--- src/rtl/alu_5bit_if.sv ---
// ----------------------------------------------------------------------------
// alu_5bit_if: operand/opcode/result bundle for the 5-bit registered ALU.
//   a  [4:0]  operand A (unsigned)
//   b  [4:0]  operand B (unsigned)
//   s  [3:0]  opcode
//   y  [4:0]  registered result
//   c         registered carry/borrow/shift-out flag
//   z         registered zero flag
// master drives a/b/s and observes y/c/z; slave is the ALU side.
// ----------------------------------------------------------------------------
interface alu_5bit_if;
    localparam int unsigned DATA_W = 5;
    localparam int unsigned OP_W   = 4;

    logic [DATA_W-1:0] a;
    logic [DATA_W-1:0] b;
    logic [OP_W-1:0]   s;
    logic [DATA_W-1:0] y;
    logic              c;
    logic              z;

    modport master (output a, output b, output s, input  y, input  c, input  z);
    modport slave  (input  a, input  b, input  s, output y, output c, output z);
endinterface

--- src/rtl/alu_5bit.sv ---
// ----------------------------------------------------------------------------
// alu_5bit: 5-bit ALU with 16 opcodes; result and carry/zero flags are
// registered once per clock (latency 1, new result every cycle).
// Ports:
//   clk    rising-edge clock
//   rst_n  asynchronous active-low reset (y=0, c=0, z=0 while low)
//   bus    alu_5bit_if.slave: a, b, s in; y, c, z out
// Configuration:
//   ALU5_SAT_EN  when defined, ADD/INC clamp to 5'h1F on carry and SUB clamps
//                to 5'h00 on borrow; c still reports the raw carry/borrow.
// ----------------------------------------------------------------------------
module alu_5bit (
    input  logic       clk,
    input  logic       rst_n,
    alu_5bit_if.slave  bus
);
    localparam int unsigned W = 5;

    typedef enum logic [3:0] {
        OP_ADD  = 4'h0, OP_SUB  = 4'h1, OP_AND  = 4'h2, OP_OR   = 4'h3,
        OP_XOR  = 4'h4, OP_XNOR = 4'h5, OP_NOTA = 4'h6, OP_NOTB = 4'h7,
        OP_NAND = 4'h8, OP_NOR  = 4'h9, OP_SHL  = 4'hA, OP_SHR  = 4'hB,
        OP_SLT  = 4'hC, OP_PASB = 4'hD, OP_INC  = 4'hE, OP_MAX  = 4'hF
    } op_e;

    logic [W:0]   sum_c;
    logic [W:0]   diff_c;
    logic [W:0]   inc_c;
    logic [W-1:0] y_nxt_c;
    logic         c_nxt_c;

    // Extended-width arithmetic: the top bit is the raw carry (or borrow for SUB).
    always_comb begin
        sum_c  = {1'b0, bus.a} + {1'b0, bus.b};
        diff_c = {1'b0, bus.a} - {1'b0, bus.b};
        inc_c  = {1'b0, bus.a} + (W+1)'(1);
    end

    // Next result and flag selection.
    always_comb begin
        y_nxt_c = '0;
        c_nxt_c = 1'b0;
        unique case (op_e'(bus.s))
            OP_ADD: begin
                c_nxt_c = sum_c[W];
`ifdef ALU5_SAT_EN
                y_nxt_c = sum_c[W] ? {W{1'b1}} : sum_c[W-1:0];
`else
                y_nxt_c = sum_c[W-1:0];
`endif
            end
            OP_SUB: begin
                c_nxt_c = diff_c[W];
`ifdef ALU5_SAT_EN
                y_nxt_c = diff_c[W] ? '0 : diff_c[W-1:0];
`else
                y_nxt_c = diff_c[W-1:0];
`endif
            end
            OP_AND:  y_nxt_c = bus.a & bus.b;
            OP_OR:   y_nxt_c = bus.a | bus.b;
            OP_XOR:  y_nxt_c = bus.a ^ bus.b;
            OP_XNOR: y_nxt_c = ~(bus.a ^ bus.b);
            OP_NOTA: y_nxt_c = ~bus.a;
            OP_NOTB: y_nxt_c = ~bus.b;
            OP_NAND: y_nxt_c = ~(bus.a & bus.b);
            OP_NOR:  y_nxt_c = ~(bus.a | bus.b);
            OP_SHL: begin
                y_nxt_c = {bus.a[W-2:0], 1'b0};
                c_nxt_c = bus.a[W-1];
            end
            OP_SHR: begin
                y_nxt_c = {1'b0, bus.a[W-1:1]};
                c_nxt_c = bus.a[0];
            end
            OP_SLT:  y_nxt_c = W'(bus.a < bus.b);
            OP_PASB: y_nxt_c = bus.b;
            OP_INC: begin
                c_nxt_c = inc_c[W];
`ifdef ALU5_SAT_EN
                y_nxt_c = inc_c[W] ? {W{1'b1}} : inc_c[W-1:0];
`else
                y_nxt_c = inc_c[W-1:0];
`endif
            end
            OP_MAX:  y_nxt_c = (bus.a >= bus.b) ? bus.a : bus.b;
        endcase
    end

    // Output registers; z is taken from the final (post-saturation) result.
    always_ff @(posedge clk or negedge rst_n) begin
        if (!rst_n) begin
            bus.y <= '0;
            bus.c <= 1'b0;
            bus.z <= 1'b0;
        end else begin
            bus.y <= y_nxt_c;
            bus.c <= c_nxt_c;
            bus.z <= (y_nxt_c == '0);
        end
    end
endmodule

--- src/flat_wrapper.sv ---
// flat-port wrapper written by rule: the top's interface ports become plain ports
module alu_5bit_flat 
  (clk, rst_n, bus_a, bus_b, bus_s, bus_y, bus_c, bus_z);
  alu_5bit_if bus_i ();
  input  logic clk;
  input  logic rst_n;
  input wire logic [$bits(bus_i.a)-1:0] bus_a;
  input wire logic [$bits(bus_i.b)-1:0] bus_b;
  input wire logic [$bits(bus_i.s)-1:0] bus_s;
  output wire logic [$bits(bus_i.y)-1:0] bus_y;
  output wire logic [$bits(bus_i.c)-1:0] bus_c;
  output wire logic [$bits(bus_i.z)-1:0] bus_z;
  assign bus_i.a = bus_a;
  assign bus_i.b = bus_b;
  assign bus_i.s = bus_s;
  assign bus_y = bus_i.y;
  assign bus_c = bus_i.c;
  assign bus_z = bus_i.z;
  alu_5bit u_core (.clk(clk), .rst_n(rst_n), .bus(bus_i));
endmodule
--- config.mk ---
export PLATFORM = sky130hd
export DESIGN_NAME = alu_5bit_flat
export DESIGN_NICKNAME = d
export VERILOG_FILES = /design/src/rtl/alu_5bit_if.sv /design/src/rtl/alu_5bit.sv /design/src/flat_wrapper.sv
export SDC_FILE = /design/constraint.sdc
export NUM_CORES = 1
export LEC_CHECK = 0
export ABC_AREA = 1
export CAP_MARGIN = 20
export CORE_MARGIN = 2
export CORE_UTILIZATION = 55
export DETAILED_ROUTE_END_ITERATION = 7
export GPL_ROUTABILITY_DRIVEN = 1
export MAX_ROUTING_LAYER = met4
export PLACE_DENSITY = 0.84
export REMOVE_ABC_BUFFERS = 1
export SYNTH_ARGS = -nofsm -noshare
export SYNTH_HDL_FRONTEND = slang
export SYNTH_SLANG_ARGS = --single-unit
--- constraint.sdc ---
create_clock -name clk -period 0.8 [get_ports clk]
set_input_delay 0.16 -clock clk [delete_from_list [all_inputs] [get_ports clk]]
set_output_delay 0.16 -clock clk [all_outputs]
set_load 0.02 [all_outputs]
==> results of run 1 <==
cell families after synthesis:
family                     Yosys count  share of synthesized area [%]
xor gates and xnor gates             1                         0.5772
AOI/OAI and AO/OA                   24                          8.326
adders and majority gates           18                          15.83
buffers and inverters               46                          11.38
and+or+nand+nor                    194                          52.35
DFF                                  7                          11.54
stage by stage:
step           worst slack, ns  cells  instance area (um2)  utilization [%]
3_3_place_gp            -1.464    408                 2265            84.30
2_1_floorplan           -1.025    290                 1518                -
3_5_place_dp            -1.539    408                 2265            84.30
4_1_cts                -0.8796    420                 2557            95.20
what timing repair did:
| action | 4_1_cts |
|---|---|
| setup endpoints to repair | 14 |
| gates cloned | 0 |
| pin swaps | 24 |
| setup buffers | 8 |
| gates resized for setup | 133 |
==> flow_summary_export.csv, run 1 <==
group,metric,value,unit
synthesis,synth_edf_count,0,
cts,h-tree-depth,1,
synthesis,ys_seq_area_share,11.54,%
synthesis,ys_warn_count,0,
outcome,stop_error,"[ERROR DPL-0038] Utilization greater than 100%, impossible to legalize",
outcome,lastStage,"5_1_grt",
synthesis,synth_cells,290,
placed_design,place.detailed.hpwl,4880,um
floorplanning,dieHeight,56.53,um
placed_design,io_buffers,22,
cts,cts-buffers-inserted,3,
sta,grt-worst-endpoint,"u_core.bus.z$_DFF_PN0_/D",
floorplanning,row_count,19,
synthesis,ys.flop_type,"dfrtp_1",
synthesis,syn_avg_cell_area,5.233,um2
cts,clk_path_buf_depth,2,
cts,cts_root_buf,"clkbuf_4",
synthesis,synthArstFlopShare,100.0,%
synthesis,ys_ff_latch,7,
synthesis,synthTopCellsByCount,"nand2_1 (100), nor2_1 (54), inv_1 (44), nand3_1 (27), ha_1 (16)",
floorplanning,ioPinCount,23,
synthesis,yosys.area.top_type,"nand2_1",
global_routing,grt_max_degree,9,
outcome,status,"stopped before the end",
cts,cts.sinks,7,
floorplanning,die_x,56.53,um
synthesis,yosysTopAreaCellShare,24.73,%
floorplanning,initial_core_util,56.50,%
synthesis,yosysMostFrequentCell,"nand2_1",
sta,endpoint_type,"sequential cell input",
synthesis,syn_area,1518,um2
synthesis,synth_area_leaders,"nand2_1 (25%), nor2_1 (13%), ha_1 (13%), dfrtp_1 (12%), inv_1 (11%)",
synthesis,yosysUniqueCellTypes,19,
placed_design,gp_congestion,1.097,
cts,cts_hold_buf,0,
==> run 2: changes to the inputs <==
CORE_UTILIZATION = 40   (was 55)
MAX_ROUTING_LAYER = not set   (was met4)
PLACE_DENSITY = not set   (was 0.84)
PLACE_DENSITY_LB_ADDON = 0.15   (was not set)
==> run 2 against run 1 <==
  * Synthesized area did not move
  * The flow now finishes, with violations (negative setup slack)
  * Synthesized cell count did not move
==> flow_summary_export.csv, run 2 <==
group,metric,value,unit
floorplanning,ioPinCount,23,
cells_and_area,n_fill_cell,273,
placed_design,io_buffers,22,
cells_and_area,drive_gt1_share,47.76,%
pwr,swShare,40.95,%
sta,relSlewSlack,69.44,%
synthesis,synth_mux_area_share,0,%
global_routing,gr-usage-all-layers,31.94,%
synthesis,syn_avg_cell_area,5.233,um2
routing,vias,2375,
global_routing,grt-ovfl-total,0,
pwr,p_int,1.583,mW
cells_and_area,final_util,78.71,%
cells_and_area,layout_common_cells,"nand2_1 (84), buf_4 (75), nor2_1 (37)",
synthesis,syn_area,1518,um2
cells_and_area,largest_reg_flops,5,
cts,h-tree-depth,1,
placed_design,place_inst,433,
sta,hold_violations,0,
floorplanning,row_count,22,
cells_and_area,fin_nets,437,
setup_path,critPathLaunchType,"primary input",
pwr,combPwrFrac,65.8,%
cells_and_area,area_growth,89.86,%
pwr,p_leak,1.510,nW
synthesis,ys_seq_area_share,11.54,%
setup_path,path_class,"primary input to flip-flop",
cells_and_area,final_common_cell,"nand2_1",
cells_and_area,reg_top3,"u_core.bus.y: 5 flops, u_core.bus.c: 1 flops, u_core.bus.z: 1 flops",
synthesis,yosysUniqueCellTypes,19,
global_routing,busiest_layer,"met2",
placed_design,placed_cell_area,2346,um2
outcome,violations,"negative setup slack",
synthesis,synth_area_leaders,"nand2_1 (25%), nor2_1 (13%), ha_1 (13%), dfrtp_1 (12%), inv_1 (11%)",
routing,drt-total-wl,7038,um
cts,cts_hold_buf,0,
cts,cts_root_buf,"clkbuf_8",
floorplanning,core,3661,um2
synthesis,yosysMostFrequentCell,"nand2_1",
pwr,total_power,2.681,mW
setup_path,endpoint_kind,"flip-flop",
placed_design,gp_congestion,0.9995,
global_routing,grt.met2_usage,55.74,%
synthesis,synthTopCellsByCount,"nand2_1 (100), nor2_1 (54), inv_1 (44), nand3_1 (27), ha_1 (16)",
setup_path,arrival,1.82,ns
synthesis,synth_compound_area_share,8.326,%
pwr,pwr-share-clk,18.1,%
synthesis,ys_warn_count,0,
sta,rsz0062_at_grt,"true",
cts,cts.clk_slew.worst_paths,0.04,ns
sta,drv_slew,0,
setup_path,crit_required,0.97,ns
cts,clk_path_buf_depth,2,
synthesis,ys_ff_latch,7,
sta,hold_ws,0.1905,ns
sta,layout_setup_ws,-0.8574,ns
cells_and_area,final_cells,450,
sta,period_needed,1.657,ns
outcome,status,"complete, but fails checks",
cts,cts-buffers-inserted,3,
cells_and_area,fin_area,2882,um2
routing,wl_per_cell,15.64,um
synthesis,yosys.area.top_type,"nand2_1",
floorplanning,dieHeight,65.60,um
global_routing,met1_usage,40.04,%
pwr,power.switching,1.098,mW
global_routing,grt_max_degree,9,
synthesis,synth_top_family_by_area,"simple AND/OR/NAND/NOR gates",
cts,cts_tree,"done",
synthesis,ys.flop_type,"dfrtp_1",
synthesis,yosysTopAreaCellShare,24.73,%
global_routing,grtUsageMet3,1.884,%
routing,post-route-drc-count,0,
setup_path,cp-startpoint,"bus_b[0]",
sta,clock.fmax,0.6034,GHz
flow_run,cap_violations,0,
floorplanning,die-area,4303,um2
synthesis,synthArstFlopShare,100.0,%
synthesis,synth_fa_ha_area_share,15.83,%
placed_design,place.detailed.hpwl,4895,um
sta,fin_crit_sh,207.2,%
routing,drtPass1Iterations,5,
worst_hold_path,min_path_type,"primary input to async pin",
pwr,peakVddDrop,390.7,uV
sta,setup_viol,14,
cells_and_area,diodes,0,
cts,cts.sinks,7,
sta,worst_pin_slew,0.4567,ns
synthesis,synth_edf_count,0,
synthesis,synth_cells,290,
routing,routed_via_density,5.278,
global_routing,grt_pass1_vias,2247,
routing,ant_nets,0,
floorplanning,initial_core_util,41.46,%
global_routing,grt_pass1_wl,10430,um
synthesis,synthXorXnorAreaFrac,0.5771,%
floorplanning,die_x,65.60,um
synthesis,yosys.area_share.simple,52.35,%
cells_and_area,regMostFlops,"u_core.bus.y",
global_routing,antenna_found_initial,0,
pwr,pwr-share-seq,16.1,%
pwr,powerDensity,930.4,nW/um2
setup_path,cp_max_fo,3,
routing,drt_iter0_markers,224,
## run 2: cell counts after synthesis
No cell type changed its count.
## run 2: final timing paths
check | depth (start not counted) | slack, ns | to
min in group clk | 5 | 0.48 | u_core.bus.c
max | 13 | -0.86 | u_core.bus.y[4]
max in group asynchronous | 1 | 0.38 | u_core.bus.y[0]
min | 1 | 0.19 | u_core.bus.c
## run 2: worst max-delay path, cell delays in order
cell and delay (ns):
buf_4 0.11, buf_6 0.11, ha_4 0.14, inv_2 0.05
fa_2 0.41, nor2_4 0.13, nor2_1 0.06, o21ai_2 0.15
o21ai_1 0.10, a21oi_1 0.17, nor2_2 0.07, buf_4 0.13
inv_2 0.03
## run 2: timing repair
action | CTS | global route
cloned | 0 | 0
endpoints found under the setup margin | 14 | 14
pin swaps | 31 | 34
gates resized for setup | 162 | 46
setup buffers | 7 | 7
endpoints found under the hold margin | 0 | 0
## run 2: kinds of logic (layout without fill, tap and decap cells)
logic type | count (synthesis) | in the layout
xor+xnor | 1 | 1
compound gates | 24 | 24
simple gates | 194 | 194
flops | 7 | 7
fa+ha+maj | 18 | 18
buf+inv | 46 | 158
## run 2: power groups by stage
stage	Combinational (mW)	Clock, mW	Sequential [mW]
floorplan	0.510	0	0.496
global placement	1.27	0	0.425
detailed placement	1.27	0	0.427
CTS	1.54	0.498	0.433
global route	1.88	0.513	0.436
finish	1.76	0.485	0.433
## run 2: cell type report
| class | count | area, um2 | share of cell area [%] |
|---|---|---|---|
| multi-input cells | 237 | 1509 | 52.37 |
| flip-flops and latches | 7 | 175.2 | 6.079 |
| inverters | 46 | 195.2 | 6.774 |
| well taps | 48 | 60.06 | 2.084 |
| repair buffers | 108 | 897.1 | 31.13 |
| clock buffers | 4 | 45.04 | 1.563 |
## run 2: metrics by stage
stage | setup TNS (ns) | setup WS [ns]
after floorplan | -6.037 | -1.025
after global placement | -11.28 | -1.501
after detailed placement | -11.41 | -1.530
after CTS | -5.469 | -0.8502
after global routing | -6.275 | -0.9395
final | -5.616 | -0.8574
## run 2: per-layer routing
| metal | wire (um) | vias to the layer above |
|---|---|---|
| met5 | 0 | - |
| met4 | 376 | 0 |
| met3 | 596 | 31 |
| met2 | 3347 | 145 |
| met1 | 2717 | 1058 |
| li1 | - | 1141 |
Power figures use the tool's default switching activity.
==> RTL edit (flow settings as in run 2) <==
Build with the macro `ALU5_SAT_EN` defined.
--- a/src/rtl/alu_5bit.sv
+++ b/src/rtl/alu_5bit.sv
@@ -11,2 +11,4 @@
 // ----------------------------------------------------------------------------
+`define ALU5_SAT_EN
+
 module alu_5bit (
Behaviour: not the same (Yosys sat finds a counterexample within 4 cycles, from zero or initial values and one cycle with rst_n low).
==> RTL edit against run 2 <==
The flow still finishes with violations (setup timing); sequential share of layout area grew 0.12 points; synthesized area up 8.0%; synthesized cell count grew 4.5%; clock power is 1% higher; total power is 1.5% higher; design area down 2.0%; die area rose by 7.5%; combinational power grew 2%; global-route usage fell by 2.9 points; core utilization shrank 7.6 points; wire length decreased by 4.4%; sequential cell count stayed put; worst setup slack worse by 0.061 ns; critical path type unchanged.
==> RTL edit: results (changes against run 2) <==
[cells_and_area]
layout-drive-gt1-share = 0.417  ; was 0.478
nNetsFinal = 438  ; was 437

[grt]
grt_pass1_vias = 2149  ; was 2247

[routing]
wl_per_cell_um = 14.8  ; was 15.6 um
vias = 2407  ; was 2375
drt_iter0_drc = 271  ; was 224

[placed_design]
place.gp.congestion = 0.934  ; was 1.00
dp_hpwl_um = 4750  ; was 4890 um
place_ws_ns = -1.62  ; was -1.53 ns
postPlaceCellArea_um2 = 2340  ; was 2350 um^2
placed_cells = 432  ; was 433

[worst_setup_path]
cp-startpoint = bus_a[0]  ; was bus_b[0]
cp_max_fo = 5  ; was 3
cp.arrival_ns = 1.84  ; was 1.82 ns

[logic_synthesis]
netlist_top_cells_area = nand2_1, nor2_1, nand3_1, ha_1, dfrtp_1  ; was nand2_1, nor2_1, ha_1, dfrtp_1, inv_1
synthTopCellsByCount = nand2_1, nor2_1, inv_1  ; unchanged
synth_area_per_cell_um2 = 5.41  ; was 5.23 um^2
seq_area_frac_synth = 0.107  ; was 0.115

[timing]
layout_setup_ws_ns = -0.919  ; was -0.857 ns
worstMarginPinSlew_ns = 0.615  ; was 0.457 ns
setup_violations = 14  ; unchanged

[power_and_ir_drop]
powerComb_mw = 1.80  ; was 1.76 mW
p_leak_nw = 1.50  ; was 1.51 nW

[clock_tree]
cts_setup_buffers = 12  ; was 7
cts-resized-gates = 166  ; was 162

[status]
status = finished, violations left  ; unchanged
failed_checks = setup timing  ; unchanged

==> RTL edit: cell types whose count changed after synthesis, sizes merged, moves of 3 or more <==
cell	run 2	this run
nand3	27	41
nand2	100	92
nor2	56	61
o21ai	14	9
inv	46	42
nand3b	0	4
xor2	1	5
buf	0	3
==> RTL edit: worst min-delay path by stage <==
stage	start	to	slack, ns
2_1_floorplan	rst_n	u_core.bus.c	-0.14
4_1_cts	rst_n	u_core.bus.c	0.20
6_report	rst_n	u_core.bus.z	0.20
3_3_place_gp	rst_n	u_core.bus.c	0.43
5_1_grt	rst_n	u_core.bus.y[3]	0.22
3_5_place_dp	rst_n	u_core.bus.c	0.43
==> RTL edit: per-layer routing <==
| layer | up-vias | track usage |
|---|---|---|
| li1 | 1169 | - |
| met1 | 1062 | 0.378 |
| met2 | 147 | 0.508 |
| met3 | 29 | 0.0362 |
| met4 | 0 | 0.0650 |
| met5 | - | 0 |
==> RTL edit: layout make-up <==
cell class / count / area [um^2]
clock buffer: 4 / 45.0
sequential: 7 / 175
inverter: 42 / 174
timing repair buffer: 99 / 812
tap: 50 / 62.6
fill: 337 / 1150
multi-input combinational: 251 / 1560
==> RTL edit: kinds of logic (layout without fill, tap and decap cells) <==
family / count (synthesis) / in the layout / synth area share
flops: 7 / 7 / 0.107
fa+ha+maj: 18 / 18 / 0.147
simple gates: 207 / 207 / 0.527
compound gates: 19 / 19 / 0.0687
xor+xnor: 7 / 7 / 0.0374
buf+inv: 45 / 145 / 0.113
==> RTL edit: critical path: stages <==
cell	delay, ns
buf_8	0.08
inv_4	0.04
buf_4	0.12
buf_4	0.14
ha_1	0.28
nor2_1	0.20
nand3_2	0.16
nand3_4	0.13
nand2_1	0.06
nand3_1	0.09
nand3_2	0.11
nor2_4	0.12
buf_4	0.12
inv_2	0.02
